===== config.mk =====
export PLATFORM = sky130hd
export DESIGN_NAME = udp_tx_hdr_insert_flat
export DESIGN_NICKNAME = d
export VERILOG_FILES = /design/src/rtl/udp_pkg.sv /design/src/rtl/udp_tx_hdr_insert_if.sv /design/src/rtl/udp_ctrl_delay.sv /design/src/rtl/udp_tx_hdr_insert.sv /design/src/flat_wrapper.sv
export SDC_FILE = /design/constraint.sdc
export NUM_CORES = 1
export LEC_CHECK = 0
export CAP_MARGIN = 20
export CORE_ASPECT_RATIO = 0.9
export CORE_MARGIN = 10
export CORE_UTILIZATION = 56
export DETAILED_ROUTE_END_ITERATION = 10
export PLACE_DENSITY_LB_ADDON = 0.08
export SYNTH_ARGS = -nofsm -noshare
export SYNTH_HDL_FRONTEND = slang
export SYNTH_HIERARCHICAL = 1
export SYNTH_SLANG_ARGS = --single-unit

===== constraint.sdc =====
create_clock -name clk_tb -period 3.7 [get_ports clk_tb]
set_clock_uncertainty 0.15 [all_clocks]
set_input_delay 0.74 -clock clk_tb [delete_from_list [all_inputs] [get_ports clk_tb]]
set_output_delay 0.74 -clock clk_tb [all_outputs]
set_load 0.005 [all_outputs]

===== src/rtl/udp_pkg.sv =====
// Shared definitions for the UDP transmit path: header geometry, default
// source port, framer state encoding and the header byte selector.
package udp_pkg;

    localparam int          UDP_HDR_LEN      = 8;
    localparam logic [15:0] DEFAULT_SRC_PORT = 16'h1F90;

    typedef enum logic [1:0] {
        ST_IDLE = 2'd0,
        ST_HDR  = 2'd1,
        ST_PAY  = 2'd2
    } udp_state_e;

    // Wire order: src port, dst port, length, checksum (always zero on IPv4).
    function automatic logic [7:0] udp_hdr_byte(
        input logic [2:0]  idx,
        input logic [15:0] src,
        input logic [15:0] dst,
        input logic [15:0] ulen
    );
        logic [7:0] b;
        case (idx)
            3'd0:    b = src[15:8];
            3'd1:    b = src[7:0];
            3'd2:    b = dst[15:8];
            3'd3:    b = dst[7:0];
            3'd4:    b = ulen[15:8];
            3'd5:    b = ulen[7:0];
            default: b = 8'h00;
        endcase
        return b;
    endfunction

endpackage


===== src/rtl/udp_tx_hdr_insert_if.sv =====
// Byte-stream bundle between the payload source, the upstream delay line
// and the UDP header framer.
interface udp_tx_hdr_insert_if;

    logic        in_valid;
    logic        in_sof;
    logic        in_last;
    logic [15:0] in_len;
    logic [15:0] dst_port;
    logic [7:0]  dly_data;
    logic        out_valid;
    logic        out_sof;
    logic        out_last;
    logic [7:0]  out_data;
    logic        busy;
    logic        len_err;
    logic        ovl_err;

    modport slave (
        input  in_valid, in_sof, in_last, in_len, dst_port, dly_data,
        output out_valid, out_sof, out_last, out_data, busy, len_err, ovl_err
    );

    modport master (
        output in_valid, in_sof, in_last, in_len, dst_port, dly_data,
        input  out_valid, out_sof, out_last, out_data, busy, len_err, ovl_err
    );

endinterface


===== src/rtl/udp_ctrl_delay.sv =====
// N-stage {valid, last} delay line that keeps payload framing aligned with
// the data delay line.
module udp_ctrl_delay #(
    parameter int N = 9
) (
    input  logic i_clk,
    input  logic i_rst,
    input  logic i_valid,
    input  logic i_last,
    output logic o_valid,
    output logic o_last
);

    logic [N-1:0] r_valid;
    logic [N-1:0] r_last;

    // Advance both control bits one stage per clock
    always_ff @(posedge i_clk or posedge i_rst) begin
        if (i_rst) begin
            r_valid <= {N{1'b0}};
            r_last  <= {N{1'b0}};
        end else begin
            r_valid <= {r_valid[N-2:0], i_valid};
            r_last  <= {r_last[N-2:0], i_last};
        end
    end

    assign o_valid = r_valid[N-1];
    assign o_last  = r_last[N-1];

endmodule


===== src/rtl/udp_tx_hdr_insert.sv =====
// UDP transmit framer: emits the 8-byte header while the payload sits in the
// upstream delay line, then forwards the delayed payload back-to-back.
module udp_tx_hdr_insert
    import udp_pkg::*;
#(
    parameter int          HDR_LEN    = UDP_HDR_LEN,
    parameter int          DATA_WIDTH = 8,
    parameter logic [15:0] SRC_PORT   = DEFAULT_SRC_PORT
) (
    input logic                  clk_tb,
    input logic                  tb_rst,
    udp_tx_hdr_insert_if.slave   u_bus
);

    localparam logic [2:0]  HCNT_LAST = 3'(HDR_LEN - 1);
    localparam logic [15:0] HDR_LEN16 = 16'(HDR_LEN);

    udp_state_e            r_state;
    logic [2:0]            r_hcnt;
    logic [15:0]           r_dst;
    logic [15:0]           r_ulen;
    logic [15:0]           r_len;
    logic [15:0]           r_pcnt;
    logic                  r_in_pkt;
    logic                  r_drop;
    logic                  r_len_err;
    logic                  r_ovl_err;
    logic                  r_busy;
    logic                  r_out_valid;
    logic                  r_out_sof;
    logic                  r_out_last;
    logic [DATA_WIDTH-1:0] r_out_data;

    logic        w_dly_valid;
    logic        w_dly_last;
    logic        w_dly_end;
    logic        w_idle_eq;
    logic        w_start;
    logic        w_sof_bad;
    logic        w_cont;
    logic        w_beat_acc;
    logic        w_acc_last;
    logic [15:0] w_cnt_next;
    logic [15:0] w_len_ref;

    // Acceptance and beat classification; the edge that emits the delayed
    // last byte counts as idle so a new packet can start without a bubble.
    always_comb begin
        w_dly_end  = w_dly_valid & w_dly_last;
        w_idle_eq  = (r_state == ST_IDLE) | ((r_state == ST_PAY) & w_dly_end);
        w_start    = u_bus.in_valid & u_bus.in_sof & w_idle_eq;
        w_sof_bad  = u_bus.in_valid & u_bus.in_sof & ~w_idle_eq;
        w_cont     = u_bus.in_valid & ~u_bus.in_sof & r_in_pkt & ~r_drop;
        w_beat_acc = w_start | w_cont;
        w_acc_last = w_beat_acc & u_bus.in_last;
        if (w_start) begin
            w_cnt_next = 16'd1;
            w_len_ref  = u_bus.in_len;
        end else begin
            w_cnt_next = r_pcnt + 16'd1;
            w_len_ref  = r_len;
        end
    end

    udp_ctrl_delay #(
        .N (HDR_LEN + 1)
    ) u_ctrl_delay (
        .i_clk   (clk_tb),
        .i_rst   (tb_rst),
        .i_valid (w_beat_acc),
        .i_last  (w_acc_last),
        .o_valid (w_dly_valid),
        .o_last  (w_dly_last)
    );

    // Input side: header latches, payload counter, masking and sticky errors
    always_ff @(posedge clk_tb or posedge tb_rst) begin
        if (tb_rst) begin
            r_dst     <= 16'h0000;
            r_ulen    <= 16'h0000;
            r_len     <= 16'h0000;
            r_pcnt    <= 16'h0000;
            r_in_pkt  <= 1'b0;
            r_drop    <= 1'b0;
            r_len_err <= 1'b0;
            r_ovl_err <= 1'b0;
        end else begin
            if (w_start) begin
                r_dst  <= u_bus.dst_port;
                r_ulen <= u_bus.in_len + HDR_LEN16;
                r_len  <= u_bus.in_len;
            end
            if (w_beat_acc) begin
                r_pcnt   <= w_cnt_next;
                r_in_pkt <= ~u_bus.in_last;
            end
            if (w_acc_last && (w_cnt_next != w_len_ref)) begin
                r_len_err <= 1'b1;
            end
            // A rejected packet stays masked through its own last beat
            if (w_sof_bad) begin
                r_ovl_err <= 1'b1;
                r_drop    <= ~u_bus.in_last;
            end else if (u_bus.in_valid && u_bus.in_last && r_drop) begin
                r_drop <= 1'b0;
            end
        end
    end

    // Framer FSM with registered byte-stream outputs
    always_ff @(posedge clk_tb or posedge tb_rst) begin
        if (tb_rst) begin
            r_state     <= ST_IDLE;
            r_hcnt      <= 3'd0;
            r_busy      <= 1'b0;
            r_out_valid <= 1'b0;
            r_out_sof   <= 1'b0;
            r_out_last  <= 1'b0;
            r_out_data  <= {DATA_WIDTH{1'b0}};
        end else begin
            case (r_state)
                ST_IDLE: begin
                    r_out_valid <= 1'b0;
                    r_out_sof   <= 1'b0;
                    r_out_last  <= 1'b0;
                    r_out_data  <= {DATA_WIDTH{1'b0}};
                    if (w_start) begin
                        r_state <= ST_HDR;
                        r_hcnt  <= 3'd0;
                        r_busy  <= 1'b1;
                    end
                end
                ST_HDR: begin
                    r_out_valid <= 1'b1;
                    r_out_sof   <= (r_hcnt == 3'd0);
                    r_out_last  <= 1'b0;
                    r_out_data  <= udp_hdr_byte(r_hcnt, SRC_PORT, r_dst, r_ulen);
                    r_hcnt      <= r_hcnt + 3'd1;
                    if (r_hcnt == HCNT_LAST) begin
                        r_state <= ST_PAY;
                    end
                end
                ST_PAY: begin
                    r_out_valid <= w_dly_valid;
                    r_out_sof   <= 1'b0;
                    r_out_last  <= w_dly_last;
                    r_out_data  <= w_dly_valid ? u_bus.dly_data : {DATA_WIDTH{1'b0}};
                    if (w_dly_end) begin
                        if (w_start) begin
                            r_state <= ST_HDR;
                            r_hcnt  <= 3'd0;
                        end else begin
                            r_state <= ST_IDLE;
                            r_busy  <= 1'b0;
                        end
                    end
                end
                default: begin
                    r_state     <= ST_IDLE;
                    r_busy      <= 1'b0;
                    r_out_valid <= 1'b0;
                    r_out_sof   <= 1'b0;
                    r_out_last  <= 1'b0;
                    r_out_data  <= {DATA_WIDTH{1'b0}};
                end
            endcase
        end
    end

    assign u_bus.out_valid = r_out_valid;
    assign u_bus.out_sof   = r_out_sof;
    assign u_bus.out_last  = r_out_last;
    assign u_bus.out_data  = r_out_data;
    assign u_bus.busy      = r_busy;
    assign u_bus.len_err   = r_len_err;
    assign u_bus.ovl_err   = r_ovl_err;

endmodule

===== src/flat_wrapper.sv =====
// flat-port wrapper written by rule: the top's interface ports become plain ports
module udp_tx_hdr_insert_flat import udp_pkg::*;
#(
    parameter int          HDR_LEN    = UDP_HDR_LEN,
    parameter int          DATA_WIDTH = 8,
    parameter logic [15:0] SRC_PORT   = DEFAULT_SRC_PORT
)
  (clk_tb, tb_rst, u_bus_in_valid, u_bus_in_sof, u_bus_in_last, u_bus_in_len, u_bus_dst_port, u_bus_dly_data, u_bus_out_valid, u_bus_out_sof, u_bus_out_last, u_bus_out_data, u_bus_busy, u_bus_len_err, u_bus_ovl_err);
  udp_tx_hdr_insert_if u_bus_i ();
  input logic clk_tb;
  input logic tb_rst;
  input wire logic [$bits(u_bus_i.in_valid)-1:0] u_bus_in_valid;
  input wire logic [$bits(u_bus_i.in_sof)-1:0] u_bus_in_sof;
  input wire logic [$bits(u_bus_i.in_last)-1:0] u_bus_in_last;
  input wire logic [$bits(u_bus_i.in_len)-1:0] u_bus_in_len;
  input wire logic [$bits(u_bus_i.dst_port)-1:0] u_bus_dst_port;
  input wire logic [$bits(u_bus_i.dly_data)-1:0] u_bus_dly_data;
  output wire logic [$bits(u_bus_i.out_valid)-1:0] u_bus_out_valid;
  output wire logic [$bits(u_bus_i.out_sof)-1:0] u_bus_out_sof;
  output wire logic [$bits(u_bus_i.out_last)-1:0] u_bus_out_last;
  output wire logic [$bits(u_bus_i.out_data)-1:0] u_bus_out_data;
  output wire logic [$bits(u_bus_i.busy)-1:0] u_bus_busy;
  output wire logic [$bits(u_bus_i.len_err)-1:0] u_bus_len_err;
  output wire logic [$bits(u_bus_i.ovl_err)-1:0] u_bus_ovl_err;
  assign u_bus_i.in_valid = u_bus_in_valid;
  assign u_bus_i.in_sof = u_bus_in_sof;
  assign u_bus_i.in_last = u_bus_in_last;
  assign u_bus_i.in_len = u_bus_in_len;
  assign u_bus_i.dst_port = u_bus_dst_port;
  assign u_bus_i.dly_data = u_bus_dly_data;
  assign u_bus_out_valid = u_bus_i.out_valid;
  assign u_bus_out_sof = u_bus_i.out_sof;
  assign u_bus_out_last = u_bus_i.out_last;
  assign u_bus_out_data = u_bus_i.out_data;
  assign u_bus_busy = u_bus_i.busy;
  assign u_bus_len_err = u_bus_i.len_err;
  assign u_bus_ovl_err = u_bus_i.ovl_err;
  udp_tx_hdr_insert #(.HDR_LEN(HDR_LEN), .DATA_WIDTH(DATA_WIDTH), .SRC_PORT(SRC_PORT)) u_core (.clk_tb(clk_tb), .tb_rst(tb_rst), .u_bus(u_bus_i));
endmodule

; ---- After elaboration in Yosys (flattened, before gate mapping)
; Index checks and enable logic that the tools add are counted.
[op_classes]
addsub = 3
div = 0
reduce_logical = 10
n_bitwise = 16
multipliers = 0
muxes = 22
shifts = 0
order_cmp = 0
eq_ne = 13
[op_table]
columns = cell, n
row1 = 8-bit one-hot mux with 6 select lines, 1
row2 = 16-bit two-way mux, 2
row3 = 16-bit by 1-bit adder with 16-bit output (second input constant), 1
row4 = 16-bit by 4-bit adder with 16-bit output (second input constant), 1
row5 = 16-bit inequality test, 1
row6 = 8-bit one-hot mux with 2 select lines, 1
row7 = 1-bit AND, 9
row8 = 3-bit == test (second input constant), 3
row9 = 3-bit one-hot mux with 3 select lines, 1
row10 = 1-bit two-way mux, 8
row11 = 8-bit two-way mux, 1
row12 = 3-bit by 2-bit == test with 1-bit output (second input constant), 2
row13 = 2-bit two-way mux, 3
row14 = 3-bit two-way mux, 2
row15 = 2-bit by 1-bit inequality test with 1-bit output (second input constant), 3
row16 = 2-bit one-hot mux with 3 select lines, 1
row17 = 1-bit NOT, 5
row18 = 4-bit AND reduction, 1
row19 = 3-bit by 1-bit adder with 3-bit output (second input constant), 1
row20 = 3-bit by 1-bit == test with 1-bit output (second input constant), 1
row21 = 1-bit logical AND, 3
row22 = 3-bit logical NOT, 1
row23 = 1-bit one-hot mux with 3 select lines, 1
row24 = 3-bit AND reduction, 1
row25 = other kinds (9), 10
[word_totals]
output_inout_bits = 14
input_bits = 45
romBits = 0
mem_count = 0
register_bits = 103
ram_bits = 0
wordCells = 81
latch_bits = 0

; ---- Logic depth before layout (Yosys ltp)
[depth]
ltp_word = 7
ltp_mapped = 10
mapped_depth_nobuf = 9

; ---- Hierarchy
; The synthesis kept the hierarchy.
[modules_own_cells]
columns = module, n_inst, area_each_um2, cells_per_inst, seq_area_each_um2
row1 = udp_tx_hdr_insert, 1, 4531.8, 518, 2127.0
row2 = udp_ctrl_delay, 1, 454.2, 19, 450.4

; ---- Worst setup path after synthesis
; No wires, ideal clock.
[synth_path]
path_kind = register to register
start = register u_core.r_state[0]
end = register u_core.r_len_err, in the netlist u_core/u_bus.len_err
stages_incl_launch_ff = 11
t_required_ps = 3424
setup_ps = 126
setup_slack_ps = 1303
period_less_slack_ps = 2397
arrival_ps = 2121
path_buffers = 1
cell_sequence = dfrtp_1 -> inv_1 -> ha_1 -> a31oi_1 -> or2_1 -> buf_6 -> mux2i_4 -> inv_2 -> xnor2_1 -> a41oi_1 -> o32a_1
[synth_via]
elab_chain_len = 7
elab_cells_between_ends = 11
cone_classes = eq/ne (2) / mux (2) / bitwise (5) / reduce/logical (2)
[synth_rtl]
columns = item, line_no
row1 = start: declaration, udp_tx_hdr_insert.sv:18  ; udp_state_e r_state;
row2 = start signal: assignment, udp_tx_hdr_insert.sv:113  ; r_state <= ST_IDLE;
row3 = start signal: assignment, udp_tx_hdr_insert.sv:128  ; r_state <= ST_HDR;
row4 = start signal: assignment, udp_tx_hdr_insert.sv:140  ; r_state <= ST_PAY;
row5 = 2-bit == test, udp_tx_hdr_insert.sv:50  ; w_idle_eq = (r_state == ST_IDLE) | ((r_state == ST_PAY) & w_dly_end);
row6 = 1-bit AND, udp_tx_hdr_insert.sv:50
row7 = 1-bit bitwise OR *, udp_tx_hdr_insert.sv:50
row8 = 1-bit AND *, udp_tx_hdr_insert.sv:51  ; w_start = u_bus.in_valid & u_bus.in_sof & w_idle_eq;
row9 = 16-bit two-way mux *, n/a
row10 = via u_core.w_len_ref[15], udp_tx_hdr_insert.sv:44  ; logic [15:0] w_len_ref;
row11 = 16-bit inequality test *, udp_tx_hdr_insert.sv:97  ; if (w_acc_last && (w_cnt_next != w_len_ref)) begin
row12 = 1-bit logical AND *, udp_tx_hdr_insert.sv:97
row13 = end signal: assignment, udp_tx_hdr_insert.sv:85  ; r_len_err <= 1'b0;
row14 = end signal: assignment, udp_tx_hdr_insert.sv:98  ; r_len_err <= 1'b1;
row15 = end: declaration, udp_tx_hdr_insert.sv:26  ; logic r_len_err;
; Mark *: on every way through the listed nets, which the timed path passes. The rest lies on a longest branch.
; A chain may end at the register's enable or synchronous reset.

; ---- Final worst setup path
; Same ends and word-level chain as after synthesis.

==> results by group <==
Timing
  – Post-route minimum period: 3020 ps
  – Worst setup margin: 681 ps
  – Max transition margin: 0.590
  – Final period utilization: 0.816
  – Worst-Margin Slew: 614 ps
  – Endpoints failing hold: 0
  – RSZ-0062 raised after global routing: false
  – Hold WS: 206 ps
  – FMAX: 331 MHz
  – Total negative slack: 0 ps
  – Pins Over Slew Limit: 0
  – Final setup vio count: 0

Synthesis
  – Cells after Synth: 537
  – Post-synthesis xor/xnor area fraction: 0.0755
  – Post-synth EDFFs: 0
  – Async SR Flop Fraction: 1.00
  – Mux cell area share after synthesis: 0.00878
  – Netlist cell types: 50
  – Register bit count reported by yosys: 103
  – Ys flop type: dfrtp_1
  – Average size of a mapped cell: 9.28 um^2
  – Mapped Area: 4990 um^2
  – Post-Syn Nets: 594
  – Sequential element share of the synthesized area: 0.517
  – Main combinational cell family by area after synthesis: simple AND/OR/NAND/NOR gates
  – Post-Synth Simple-Gate Area: 0.220
  – Synth warnings: 6
  – Complex-gate fraction of the synthesized area: 0.117
  – Synth Area in Adders: 0.0301

Power
  – Net Sw Frac: 0.361
  – Worst vdd ir: 0.365 mV
  – Clock share of power: 0.198
  – Leak Pwr: 2.63 nW
  – Sw power: 0.00136 W
  – Logic pwr share: 0.332
  – PD cells: 642 nW/um^2
  – Sequential Power Share: 0.471
  – Int Pwr: 0.00241 W

Die
  – Die ar.: 13100 um^2
  – Die X: 119 um
  – Die H: 110 um
  – Row cnt: 32
  – Core area: 8610 um^2
  – Initial core utilization: 0.579
  – Io pins: 59

Layout
  – Inserted Diodes: 0
  – Synth-to-Final Area Change: 18.0%
  – Fraction of layout cells with a size suffix above 1: 0.0609
  – Fin nets: 643
  – Footprint of the multi-input gates: 2260 um^2
  – Filler cell count: 715
  – Area occupied by registers: 2580 um^2
  – Core Util, Final: 0.683
  – Fin cells: 710

Drt
  – Post-route ant nets: 0
  – Drt total wl: 11500 um
  – Via density: 5.57
  – DR vias: 3953
  – Drt wl/cell: 16.1 um
  – Starting DRT DRC Count: 267
  – Detailed Routing Iterations Pass 1: 6
  – DRC Markers: 0

CTS
  – # clock sinks: 103
  – CTS H-tree depth: 3
  – Hold-fix buffers, CTS: 0
  – CTS tree: yes
  – Total CTS buffers: 9
  – CTS root buffer: clkbuf_8
  – PostCTS Resize Cnt: 0
  – Clock-pin slew on the worst setup and hold paths: 110 ps
  – Setup Buffers After CTS: 0
  – Worst-Skew Late Latency: 370 ps
  – CTS max path bufs: 2

Place
  – IO Port Bufs: 58
  – Placed cells: 694
  – RePlAce Congestion: 0.859
  – HPWL Detailed: 8190 um
  – Post-place setup slack: 469 ps

Critical path
  – Critical Path AT: 3130 ps
  – Setup CP Type: flop to flop
  – Worst Setup End Kind: flop
  – Reg2reg start: u_core/r_state[0]$_DFFE_PP0P_
  – Worst setup path startpoint: u_core/r_state[0]$_DFFE_PP0P_
  – Worst path required time: 3810 ps
  – Startpoint types: flop
  – CP max FO: 18

Global route
  – Pin count of the biggest net entering global routing: 54
  – First-pass GRT wire length: 19100 um
  – Tot GR Track Use: 0.177
  – Vias in the first global route: 3807
  – Initial antenna violation count: 0
  – Remaining Overflow, GRT: 0

Flow run
  – Max_cap viols: 0

Hold path
  – Hold Path Class: flop to flop
  – Hold_sp: u_core/u_ctrl_delay/r_valid[3]$_DFF_PP0_

Run status
  – Status: complete, no violations
## routing by layer
layer / track usage / vias to the layer above / part of all wire
met5: 0 / - / 0
met4: 0.0448 / 0 / 0.0097
met3: 0.0420 / 11 / 0.054
met2: 0.265 / 118 / 0.44
met1: 0.255 / 1912 / 0.49
li1: - / 1912 / -
## registers in the layout (all words and copies together), names as in the netlist
| signal | cells |
|---|---|
| u_core/r_pcnt | 16 |
| u_core/r_ulen | 16 |
| u_core/r_len | 16 |
| u_core/u_ctrl_delay/r_last | 9 |
| u_core/r_drop | 1 |
| u_core/u_bus.out_data | 8 |
| u_core/r_dst | 16 |
| u_core/u_bus.out_sof | 1 |
| u_core/r_hcnt | 3 |
| u_core/r_state | 2 |
| u_core/r_in_pkt | 1 |
| u_core/u_ctrl_delay/r_valid | 9 |
| u_core/u_bus.out_last | 1 |
| u_core/u_bus.out_valid | 1 |
| u_core/u_bus.busy | 1 |
| u_core/u_bus.len_err | 1 |
| u_core/u_bus.ovl_err | 1 |
## worst max-delay path, stage by stage (launching register included)
cell and delay (ps):
dfrtp_1 400, inv_1 110, ha_1 250, a31oi_1 440, or2_2 450, mux2_2 420, nor2_1 110, a32o_1 170
a41oi_1 40, o32a_1 370
## cell usage after synthesis (2+ instances only)
cell type	count	area (um^2)
nor3_1	6	30.0
a21oi_1	26	130
buf_2	4	20.0
or3_1	6	37.5
a31oi_1	9	56.3
nand2b_1	2	12.5
a21boi_0	3	22.5
nor4_1	7	43.8
o21a_1	2	15.0
and2_1	9	56.3
nand3_1	10	50.1
xor2_1	17	149
nand4_1	7	43.8
ha_1	12	150
xnor2_1	26	228
a211oi_1	4	30.0
and3_1	5	31.3
a22oi_1	4	30.0
and4_1	3	26.3
a31o_2	4	35.0
clkbuf_1	20	75.1
nand2_1	151	567
o21ai_0	33	165
nor2b_1	2	12.5
nor2_1	26	97.6
dfrtp_1	103	2580
inv_1	12	45.0
inv_2	2	7.51
## cells in the final DEF (no fill, tap or decap), types with 2 or more instances in the layout
cell	instances
nand2_1	151
dfrtp_1	103
clkdlybuf4s50_1	58
o21ai_0	33
xnor2_1	26
a21oi_1	26
nor2_1	25
xor2_1	17
ha_1	12
inv_1	11
nand3_1	10
clkbuf_8	9
a31oi_1	9
and2_1	9
nand4_1	7
nor4_1	7
or3_1	6
nor3_1	6
and3_1	5
a31o_2	4
a22oi_1	4
a211oi_1	4
buf_4	4
and4_1	3
a21boi_0	3
inv_6	2
clkinvlp_4	2
nand2b_1	2
inv_2	2
nor2b_1	2
o21a_1	2
## per-stage QoR
stage	instance area (um^2)	power, W
after floorplan	4990	0.00258
after global placement	5670	0.00298
after detailed placement	5670	0.00302
after CTS	5880	0.00378
after global routing	5880	0.00405
final	5880	0.00377
## logic make-up (layout without fill, tap and decap cells)
kind of cell             Yosys count  count (layout)
XOR/XNOR                          43              43
multiplexers                       3               3
AO/OA/AOI/OAI                     96              96
AND/OR/NAND/NOR                  241             241
flip-flops                       103             103
adder cells (fa/ha/maj)           12              12
buffers and inverters             39              93
## final timing paths
check	end	slack (ps)	cells past startpoint
setup / recovery	u_core/u_bus.len_err$_DFFE_PP0P_	680	9
min in group asynchronous	u_core/u_bus.ovl_err$_DFFE_PP0P_	610	2
hold reg to reg	u_core/u_ctrl_delay/r_valid[4]$_DFF_PP0_	210	0
hold / removal	u_core/u_ctrl_delay/r_valid[4]$_DFF_PP0_	210	0
setup reg to reg	u_core/u_bus.len_err$_DFFE_PP0P_	680	9
max in group asynchronous	u_core/r_len[6]$_DFF_PP0_	2110	3
## area by class of cell
class / instances / area share
clock buffers: 9 / 0.0211
clock inverters: 7 / 0.0153
inverters: 14 / 0.00915
multi-input cells: 395 / 0.384
flip-flops and latches: 103 / 0.438
well taps: 119 / 0.0253
repair buffers: 63 / 0.107
## power by group through the flow
stage	registers, W	logic, W	clock network, W
floorplan	0.00171	0.000870	0
finish	0.00178	0.00125	0.000746
global route	0.00182	0.00141	0.000809
CTS	0.00177	0.00124	0.000763
detailed placement	0.00179	0.00123	0
global placement	0.00178	0.00120	0
Note: power is estimated with default switching activity, not from simulation.
